[src/rtl/alu_fpga_ctrl.sv]
// Board front-end for an external ALU: debounced keys step operand/opcode capture, result shown on hex digits.
// Define ALU_FPGA_BLANK_EN to blank leading-zero digits of the current display window.

module alu_fpga_debounce #(
   parameter int DEB_CYCLES = 16
) (
   input  logic CLK,
   input  logic nRST,
   input  logic key_n,
   output logic press
);
   localparam int CW = $clog2(DEB_CYCLES + 1);

   logic [1:0]    sync;
   logic          stable;
   logic [CW-1:0] cnt;

   always_ff @(posedge CLK or negedge nRST) begin
      if (!nRST) begin
         sync   <= 2'b11;
         stable <= 1'b1;
         cnt    <= '0;
         press  <= 1'b0;
      end else begin
         sync  <= {sync[0], key_n};
         press <= 1'b0;
         if (sync[1] == stable) begin
            cnt <= '0;
         end else if (cnt == CW'(DEB_CYCLES - 1)) begin
            // stable==1 here means the key is going down: that is the press
            stable <= ~stable;
            cnt    <= '0;
            press  <= stable;
         end else begin
            cnt <= cnt + 1'b1;
         end
      end
   end
endmodule

module alu_fpga_digit (
   input  logic [3:0] nib,
   input  logic       blank,
   output logic [6:0] seg
);
   always_comb begin
      seg = 7'b1000000;
      case (nib)
         4'h0: seg = 7'b1000000;
         4'h1: seg = 7'b1111001;
         4'h2: seg = 7'b0100100;
         4'h3: seg = 7'b0110000;
         4'h4: seg = 7'b0011001;
         4'h5: seg = 7'b0010010;
         4'h6: seg = 7'b0000010;
         4'h7: seg = 7'b1111000;
         4'h8: seg = 7'b0000000;
         4'h9: seg = 7'b0010000;
         4'hA: seg = 7'b0001000;
         4'hB: seg = 7'b0000011;
         4'hC: seg = 7'b0100111;
         4'hD: seg = 7'b0100001;
         4'hE: seg = 7'b0000110;
         4'hF: seg = 7'b0001110;
         default: seg = 7'b1000000;
      endcase
      if (blank) seg = 7'b1111111;
   end
endmodule

module alu_fpga_ctrl #(
   parameter int DW         = 32,
   parameter int SWW        = 16,
   parameter int NDIG       = 8,
   parameter int DEB_CYCLES = 16
) (
   input  logic              CLK,
   input  logic              nRST,
   input  logic [SWW-1:0]    sw_data,
   input  logic              sw_sign,
   input  logic [3:0]        sw_op,
   input  logic [2:0]        key_n,
   output logic [DW-1:0]     alu_portA,
   output logic [DW-1:0]     alu_portB,
   output logic [3:0]        alu_aluop,
   input  logic [DW-1:0]     alu_portOut,
   input  logic [2:0]        alu_flags,
   output logic [7*NDIG-1:0] hex,
   output logic [2:0]        led_state,
   output logic [2:0]        led_flags
);
   localparam int DISP_W = 4 * NDIG;
   localparam int NPAGE  = (DW + DISP_W - 1) / DISP_W;
   localparam int PW     = (NPAGE > 1) ? $clog2(NPAGE) : 1;

   localparam logic [2:0] S_A    = 3'd0;
   localparam logic [2:0] S_B    = 3'd1;
   localparam logic [2:0] S_OP   = 3'd2;
   localparam logic [2:0] S_EXEC = 3'd3;
   localparam logic [2:0] S_SHOW = 3'd4;

   logic [2:0]        press;
   logic [2:0]        state;
   logic [DW-1:0]     opnd;
   logic [DW-1:0]     res;
   logic [PW-1:0]     page;
   logic [DISP_W-1:0] disp;
   logic [DISP_W-1:0] disp_n;
   logic [DISP_W-1:0] res_win;
   logic [NDIG-1:0]   blank;

   for (genvar k = 0; k < 3; k++) begin : g_key
      alu_fpga_debounce #(.DEB_CYCLES(DEB_CYCLES)) u_deb (
         .CLK   (CLK),
         .nRST  (nRST),
         .key_n (key_n[k]),
         .press (press[k])
      );
   end

   assign opnd    = sw_sign ? DW'($signed(sw_data)) : DW'(sw_data);
   assign res_win = DISP_W'(res >> (DISP_W * int'(page)));

   always_comb begin
      disp_n = disp;
      case (state)
         S_A, S_B: disp_n = DISP_W'(opnd);
         S_OP:     disp_n = DISP_W'(sw_op);
         S_SHOW:   disp_n = res_win;
         default:  disp_n = disp;
      endcase
   end

   always_ff @(posedge CLK or negedge nRST) begin
      if (!nRST) begin
         state     <= S_A;
         alu_portA <= '0;
         alu_portB <= '0;
         alu_aluop <= '0;
         res       <= '0;
         led_flags <= '0;
         page      <= '0;
         disp      <= '0;
      end else begin
         disp <= disp_n;
         if (press[1]) begin
            state     <= S_A;
            alu_portA <= '0;
            alu_portB <= '0;
            alu_aluop <= '0;
            res       <= '0;
            led_flags <= '0;
            page      <= '0;
         end else begin
            case (state)
               S_A: if (press[0]) begin
                  alu_portA <= opnd;
                  state     <= S_B;
               end
               S_B: if (press[0]) begin
                  alu_portB <= opnd;
                  state     <= S_OP;
               end
               S_OP: if (press[0]) begin
                  alu_aluop <= sw_op;
                  state     <= S_EXEC;
               end
               S_EXEC: begin
                  res       <= alu_portOut;
                  led_flags <= alu_flags;
                  state     <= S_SHOW;
               end
               S_SHOW: begin
                  if (press[0]) begin
                     state <= S_A;
                     page  <= '0;
                  end else if (press[2]) begin
                     page <= (page == PW'(NPAGE - 1)) ? '0 : page + 1'b1;
                  end
               end
               default: state <= S_A;
            endcase
         end
      end
   end

   assign led_state = {state == S_B, state == S_OP, state == S_SHOW};

   for (genvar i = 0; i < NDIG; i++) begin : g_dig
`ifdef ALU_FPGA_BLANK_EN
      if (i == 0) begin : g_b0
         assign blank[i] = 1'b0;
      end else begin : g_bn
         assign blank[i] = ~|disp[DISP_W-1:4*i];
      end
`else
      assign blank[i] = 1'b0;
`endif
      alu_fpga_digit u_dig (
         .nib   (disp[4*i +: 4]),
         .blank (blank[i]),
         .seg   (hex[7*i +: 7])
      );
   end
endmodule
[config.mk]
export PLATFORM = sky130hd
export DESIGN_NAME = alu_fpga_ctrl
export DESIGN_NICKNAME = d
export VERILOG_FILES = /design/src/rtl/alu_fpga_ctrl.sv
export SDC_FILE = /design/constraint.sdc
export NUM_CORES = 1
export LEC_CHECK = 0
export ABC_AREA = 1
export BUFFER_PORTS_ARGS = -buffer_cell sky130_fd_sc_hd__buf_4
export CAP_MARGIN = 20
export CORE_MARGIN = 8
export CORE_UTILIZATION = 40
export DETAILED_ROUTE_END_ITERATION = 7
export GPL_ROUTABILITY_DRIVEN = 0
export PLACE_DENSITY = 0.7
export SYNTH_ARGS = -nofsm -noshare
export SYNTH_HDL_FRONTEND = slang
export SYNTH_HIERARCHICAL = 1
export SYNTH_SLANG_ARGS = --single-unit
[constraint.sdc]
create_clock -name CLK -period 1.6 [get_ports CLK]
set_clock_uncertainty 0.05 [all_clocks]
set_input_delay 0.4 -clock CLK [delete_from_list [all_inputs] [get_ports CLK]]
set_output_delay 0.4 -clock CLK [all_outputs]
set_load 0.05 [all_outputs]
==> results of run 1 <==
-- what timing repair did --
action	in CTS	in global routing
endpoints found under the setup margin	124	127
hold endpoints to repair	30	0
hold buffers	1	0
pin swaps	93	61
resized for setup	322	109
buffers inserted	21	20
cloned	0	0
-- cells in the mapped netlist (all sizes together) --
library cell,number
nor2,42
dfrtp,120
conb,1
clkbuf,11
nor3,1
nand3,154
dfstp,6
o31ai,1
o21ai,84
o211ai,8
nand4,9
xnor2,2
inv,122
clkinv,1
ha,50
a21oi,1
buf,66
nand2,408
-- final cells by class --
type                            count  area [um2]  share of cell area, %
Multi-Input combinational cell    768        5066                  39.50
Sequential cell                   126        3188                  24.86
Timing Repair Buffer              307        3115                  24.29
Inverter                          123       531.8                  4.146
Clock buffer                       21       460.4                  3.590
Tap cell                          265       331.6                  2.585
Clock inverter                     11       132.6                  1.034
-- power by group through the flow --
stage	combinational (mW)	sequential, mW	clock [mW]
after CTS	1.87	3.37	3.95
after global routing	2.15	3.39	4.11
after global placement	1.53	3.41	0
after floorplan	1.03	3.37	0
after detailed placement	1.54	3.41	0
final	2.02	3.38	3.89
-- cell families after synthesis --
family / share of synthesized area (%)
AOI/OAI and AO/OA: 6.328
xor gates and xnor gates: 0.2199
adders and majority gates: 7.851
buffers and inverters: 13.06
DFF: 39.66
other: 0.04706
and+or+nand+nor: 32.83
-- sequential cells by signal, indices dropped and copies added, names as in the netlist --
name	flops
g_key.u_deb/sync	4
g_key.u_deb/stable	2
state	3
alu_portA	17
alu_aluop	4
g_key.u_deb/press	2
led_flags	3
alu_portB	17
disp	32
res	32
g_key.u_deb/cnt	10
-- worst register-to-register path, cell delays in order (launching register included) --
cell and delay, ns:
dfrtp_2 0.47, buf_4 0.17, nor2_4 0.12, nand2_4 0.12
nand3_4 0.16, inv_2 0.08, buf_12 0.15, nand2_1 0.08
nand2_1 0.05
-- per-stage QoR --
step | std cells | power, mW | instance area, um2 | utilization (%) | setup slack (ns)
global route | 1621 | 9.657 | 12830 | 65.69 | -0.5820
floorplan | 1094 | 4.391 | 8368 | - | -0.3326
global placement | 1548 | 4.936 | 10190 | 52.21 | -0.1230
detailed placement | 1548 | 4.952 | 10190 | 52.21 | -0.1393
finish | 1621 | 9.281 | 12830 | 65.69 | -0.5119
CTS | 1601 | 9.193 | 12260 | 62.81 | -0.5148
-- how the worst min path moves through the flow --
stage | from | to | slack (ns) | depth (start not counted)
after global routing | key_n[0] | g_key[0].u_deb/sync[0] | 0.02 | 1
after global placement | g_key[0].u_deb/sync[0] | g_key[0].u_deb/sync[1] | 0.30 | 0
after CTS | key_n[0] | g_key[0].u_deb/sync[0] | 0.02 | 1
after detailed placement | g_key[0].u_deb/sync[0] | g_key[0].u_deb/sync[1] | 0.30 | 0
final | key_n[0] | g_key[0].u_deb/sync[0] | 0.04 | 1
after floorplan | nRST | alu_aluop[0] | 0.05 | 0
-- layer usage --
metal / up-vias / GRT usage (%)
li1: 3912 / -
met1: 3790 / 23.25
met2: 235 / 35.78
met3: 31 / 5.100
met4: 0 / 5.666
met5: - / 0
==> reports/qor.txt, run 1 <==
Slowest stage delay, CP -> 0.41 ns
Later-pin clock latency in the skew report -> 0.41 ns
Comb pwr share -> 21.7%
Clock Power Share -> 41.9%
Post-DRT Antenna Nets -> 0
Flop pwr share -> 36.4%
Final setup viols -> 89
Root Buffer -> clkbuf_16
CP max-delay cell -> dfrtp_1
Metal3 WL -> 1.631 mm
WP buf/inv -> 3
CTS HTree Levels -> 4
Status -> finished, violations left
Post-synthesis sequential area ratio -> 39.66%
Area leader, netlist -> dfrtp_1
Layout cells sized above 1 -> 46.24%
Sw Pwr -> 2.780 mW
Crit. End Element -> primary output
R2R Path End -> disp[17]
Crit share post-route -> 132.0%
WP data arrival -> 1.66 ns
Max VDD drop -> 0.0007539 V
Slew @ Worst Pin -> 0.5186 ns
R2R Path Start -> state[1]
CTS tree -> done
Unique masters post-synth -> 29
Grt total ovfl -> 0
Worst path depth -> 6
Max Fclk -> 473.5 MHz
Max-slew violations -> 0
Core ar. -> 19530 um2
Number of max-cap violations -> 0
Die W -> 157.1 um
Slew Limit Headroom -> 65.42%
Gate Count Post-Synth -> 1087
Worst Reg-to-Reg Cells -> 8
Mapped cell area -> 7969 um2
Row count -> 51
Initial antenna violation count -> 0
Power Dens Cells -> 723.6 nW/um2
Via-to-Cell Ratio -> 4.915
Endpoints failing hold -> 0
Wl on met1 -> 9.909 mm
Starting Density -> 40.81%
Switching Share -> 29.96%
Failing checks -> negative setup slack
Fin Hold WS -> 0.04193 ns
Area growth syn-to-layout -> 60.95%
Io pins -> 191
Die area -> 24690 um2
Tmin final -> 2.112 ns
CTS sink cnt -> 126
Drt initial violations -> 361
CTS buffer count -> 17
Routed wire length -> 25.20 mm
Commonest non-fill, non-tap cells in the layout -> nand2_1, buf_4, dfrtp_1
Top delay family on crit path -> buffers and inverters
Crit. Startpoint -> disp[8]
Crit path max fanout -> 4
R2R Setup Slk -> 0.05 ns
WL/cell -> 15.55 um
Met2 wire len -> 13.26 mm
Synth warnings -> 6
Uppermost layer routed -> met4
Share of the synthesized area in the top cell type -> 37.68%
Synth Register Bits -> 126
Post-Syn Area per Cell -> 7.331 um2
Critical Path RT -> 1.15 ns
RSZ-0062 raised after global routing -> yes
Int Pwr -> 6.501 mW
Clk buf depth -> 2
Crit-path cells -> inv_2 -> buf_6 -> ha_4 -> nand2_2 -> o211ai_1 -> buf_4
Total number of vias -> 7968
DR DRC count -> 0
HPWL Detailed -> 16.65 mm
Pre-antenna DRT Iters -> 5
Antenna fix cells -> 0
I/O Buffers -> 189
Lkg Pwr -> 6.250 nW
Nets@finish -> 1454
HP Class -> input pin to flop
Setup TNS -> -25.33 ns
Post-route setup slack -> -0.5119 ns
Vias in the first global route -> 7901
Crit Path Category -> flop to primary output
Startpoint types -> flop
Reg clk slew, reported paths -> 0.06 ns
Global-route wire length before repair -> 39.76 mm
Filler cells -> 1559
GRT Overall Usage -> 20.02%
Pin count of the biggest net entering global routing -> 96
Die Ht -> 157.1 um
Area contributors post-synth -> dfrtp_1, nand2_1, nand3_1
Commonest non-fill, non-tap cell in the layout -> nand2_1
Worst setup path endpoint -> hex[16]
No activity file was read; power rests on OpenSTA's default activity.
==> inputs of run 2 (changes only) <==
- RECOVER_POWER: unset -> 100
==> reports/qor.txt, run 2 (synthesis results as in run 1) <==
Commonest non-fill, non-tap cell in the layout -> nand2_1
RSZ-0062 raised after global routing -> yes
CTS tree -> done
Vias in the first global route -> 7901
CTS HTree Levels -> 4
Die area -> 24690 um2
Biggest regs -> disp (32), res (32)
Die W -> 157.1 um
GRT Overall Usage -> 20.02%
Final setup viols -> 91
Root Buffer -> clkbuf_16
Failing checks -> negative setup slack
WP buf/inv -> 3
CP max-delay cell -> dfrtp_1
Drt initial violations -> 377
Area growth syn-to-layout -> 59.05%
Total number of vias -> 7951
CTS sink cnt -> 126
Commonest non-fill, non-tap cells in the layout -> nand2_1, buf_4, dfrtp_1
WL/cell -> 15.53 um
Lkg Pwr -> 6.173 nW
I/O Buffers -> 189
Crit Path Category -> flop to primary output
Post-DRT Antenna Nets -> 0
CTS buffer count -> 17
Number of max-cap violations -> 0
Startpoint types -> flop
Routed wire length -> 25.17 mm
Global-route wire length before repair -> 39.76 mm
Max VDD drop -> 0.0007532 V
WP data arrival -> 1.66 ns
Later-pin clock latency in the skew report -> 0.41 ns
Slew Limit Headroom -> 41.86%
Crit-path cells -> inv_2 -> buf_6 -> ha_4 -> nand2_2 -> o211ai_1 -> buf_4
Register area -> 3187 um2
Post-route setup slack -> -0.5119 ns
Core ar. -> 19530 um2
Starting Density -> 40.81%
Grt total ovfl -> 0
Critical Path RT -> 1.15 ns
Layout cells sized above 1 -> 45.94%
HP Class -> input pin to flop
Endpoints failing hold -> 0
Initial antenna violation count -> 0
DR DRC count -> 0
Max Fclk -> 473.5 MHz
Setup TNS -> -25.49 ns
Clk buf depth -> 2
Slew @ Worst Pin -> 0.8722 ns
Final Power -> 9.271 mW
Io pins -> 191
Max-slew violations -> 0
Antenna fix cells -> 0
Area of the multi-input gates -> 5056 um2
Status -> finished, violations left
Crit share post-route -> 132.0%
Via-to-Cell Ratio -> 4.905
Tmin final -> 2.112 ns
Nets@finish -> 1454
Reg clk slew, reported paths -> 0.06 ns
Crit path max fanout -> 4
Filler cells -> 1597
Crit. End Element -> primary output
Die Ht -> 157.1 um
Top delay family on crit path -> buffers and inverters
Power Dens Cells -> 731.5 nW/um2
HPWL Detailed -> 16.65 mm
Slowest stage delay, CP -> 0.41 ns
Pre-antenna DRT Iters -> 4
Pin count of the biggest net entering global routing -> 96
Row count -> 51
run 2: worst paths after layout:
path	startpoint	endpoint	slack, ns	cells after the start
max	disp[8]	hex[16]	-0.51	6
min	key_n[0]	g_key[0].u_deb/sync[0]	0.04	1
max reg2reg	state[1]	res[20]	-0.01	6
min reg2reg	g_key[0].u_deb/sync[0]	g_key[0].u_deb/sync[1]	0.30	0
max in group asynchronous	nRST	disp[17]	0.14	3
min in group asynchronous	nRST	led_flags[0]	0.69	3
run 2: power by group:
part           switching, mW  internal (mW)
sequential             0.124           3.25
combinational           1.16          0.846
clock                   1.49           2.39
run 2: cell type report:
| class | count | area share, % |
|---|---|---|
| Sequential cell | 126 | 25.14 |
| Clock inverter | 11 | 1.046 |
| Inverter | 123 | 4.195 |
| Clock buffer | 21 | 3.633 |
| Tap cell | 265 | 2.616 |
| Multi-Input combinational cell | 768 | 39.89 |
| Timing Repair Buffer | 307 | 23.47 |
run 2: repair_timing:
item / CTS / global route
gates cloned: 0 / 0
hold buffers: 1 / 0
buffers inserted: 21 / 20
hold endpoints to repair: 30 / 0
pin swaps: 93 / 61
endpoints found under the setup margin: 124 / 127
resized for setup: 322 / 109
run 2: per-layer routing:
layer	up-vias	part of all wire (%)	global-route usage (%)	wire length, um
met2	215	53	35.78	13240
met1	3793	39	23.25	9928
met3	33	6.3	5.100	1573
li1	3910	-	-	-
met4	0	1.7	5.666	429
met5	-	0	0	0
run 2: through the flow:
stage / hold WS [ns] / instances / utilization [%] / cell area [um2] / setup slack, ns
2_1_floorplan: 0.05441 / 1094 / - / 8368 / -0.3326
5_1_grt: 0.02343 / 1621 / 64.91 / 12670 / -0.5820
4_1_cts: 0.01977 / 1601 / 62.81 / 12260 / -0.5148
3_5_place_dp: 0.2975 / 1548 / 52.21 / 10190 / -0.1393
3_3_place_gp: 0.2956 / 1548 / 52.21 / 10190 / -0.1230
6_report: 0.04475 / 1621 / 64.91 / 12670 / -0.5119
==> inputs of run 3 (changes only) <==
- CORE_UTILIZATION: 40 -> 55
- PLACE_DENSITY: 0.7 -> 0.89
==> reports/qor.txt, run 3 (synthesis results as in run 1) <==
Status -> finished, violations left
Failing checks -> design-rule violations, negative setup slack
Worst Reg-to-Reg Cells -> 11
Core ar. -> 14370 um2
CTS HTree Levels -> 4
Row count -> 44
Top delay family on crit path -> flip-flops
Clk buf depth -> 2
Endpoints failing hold -> 0
R2R Path End -> disp[6]
Critical Path RT -> 1.15 ns
Slew Limit Headroom -> 49.08%
WP buf/inv -> 2
Total number of vias -> 9416
CTS buffer count -> 17
HP Class -> input pin to flop
Grt total ovfl -> 0
HPWL Detailed -> 16.11 mm
Max-slew violations -> 0
Nets@finish -> 1457
Crit. Startpoint -> disp[17]
Lkg Pwr -> 6.316 nW
Worst Hold Path Cells -> 1
Io pins -> 191
Met2 wire len -> 17.10 mm
I/O Buffers -> 189
Antenna fix cells -> 0
Root Buffer -> clkbuf_16
Dpl cell area -> 10050 um2
Vias in the first global route -> 8768
Uppermost layer routed -> met4
Initial antenna violation count -> 0
GRT Overall Usage -> 30.74%
RSZ-0062 raised after global routing -> yes
Layout cells sized above 1 -> 50.04%
Startpoint types -> flop
Min-delay src -> key_n[0]
Reg clk slew, reported paths -> 0.06 ns
R2R Setup Slk -> -0.32 ns
Via-to-Cell Ratio -> 6.102
Starting Density -> 55.46%
Biggest regs -> disp (32), res (32)
Post-route setup slack -> -0.6161 ns
Crit path max fanout -> 4
Crit share post-route -> 138.5%
Fin Hold WS -> 0.05495 ns
CP max-delay cell -> dfrtp_2
Hold Path End -> g_key[0].u_deb/sync[0]
Number of max-cap violations -> 0
Post-DRT Antenna Nets -> 0
Commonest non-fill, non-tap cells in the layout -> nand2_1, buf_4, dfrtp_1
Drt initial violations -> 1104
Later-pin clock latency in the skew report -> 0.41 ns
Power Dens Cells -> 737.6 nW/um2
Slew @ Worst Pin -> 0.7638 ns
WL/cell -> 22.64 um
Metal3 WL -> 3.101 mm
Commonest non-fill, non-tap cell in the layout -> nand2_1
Slowest stage delay, CP -> 0.42 ns
CTS tree -> done
Die W -> 136.4 um
Final Power -> 9.557 mW
Crit Path Category -> flop to primary output
Crit. End Element -> primary output
Area growth syn-to-layout -> 62.60%
Final setup viols -> 190
Tmin final -> 2.216 ns
Max Fclk -> 451.2 MHz
R2R Path Start -> state[2]
WP data arrival -> 1.77 ns
Pre-antenna DRT Iters -> 8
Final instance area -> 12960 um2
Setup TNS -> -36.97 ns
Max VDD drop -> 0.0008098 V
Wl on met1 -> 12.12 mm
CTS sink cnt -> 126
DR DRC count -> 2
Die area -> 18600 um2
Global-route wire length before repair -> 45.52 mm
Crit-path cells -> inv_4 -> ha_1 -> nor2_1 -> nand2_1 -> o211ai_1 -> buf_4
Routed wire length -> 34.93 mm
Pin count of the biggest net entering global routing -> 83
Die Ht -> 136.4 um
-- run 3: cell count changes in the layout (fill, tap and decap cells not counted), moves of 9 or more --
cell	change
o21ai_0	-11
nand3_1	-9
nand2_1	-38
buf_2	-19
buf_4	-13
clkbuf_2	+17
nand2_2	+30
-- run 3: metal layers --
metal | vias up | GRT usage (%)
li1 | 3922 | -
met1 | 4529 | 34.74
met2 | 727 | 53.96
met3 | 238 | 6.171
met4 | 0 | 15.74
met5 | - | 0
-- run 3: cell type report --
type | count | area [um2]
Multi-Input combinational cell | 769 | 5268
Sequential cell | 126 | 3191
Timing Repair Buffer | 309 | 3134
Fill cell | 543 | 1411
Inverter | 123 | 533.0
Clock buffer | 21 | 470.5
Tap cell | 184 | 230.2
Clock inverter | 11 | 131.4
-- run 3: power by group --
part / internal, mW / switching [mW] / total, mW
registers: 3.25 / 0.143 / 3.40
logic: 0.870 / 1.30 / 2.17
clock network: 2.44 / 1.55 / 3.99
-- run 3: through the flow --
stage	util, %	setup slack, ns	std cells
after floorplan	-	-0.3326	1094
after global placement	69.93	-0.1136	1461
after detailed placement	69.93	-0.1756	1461
after CTS	84.13	-0.5238	1516
after global routing	90.18	-0.6662	1543
final	90.18	-0.6161	1543
-- run 3: worst max path at each step --
stage	end	cells after the start
6_report	hex[30]	6
5_1_grt	hex[30]	6
4_1_cts	hex[3]	8
3_5_place_dp	disp[20]	6
3_3_place_gp	hex[17]	8
2_1_floorplan	hex[16]	4
-- run 3: what timing repair did --
item                                    4_1_cts  5_1_grt
pin swaps                                    94       82
setup buffers                                22       23
cloned                                        0        5
endpoints found under the hold margin         6        0
hold buffers                                  1        0
resized for setup                           309      211
endpoints found under the setup margin      124      141
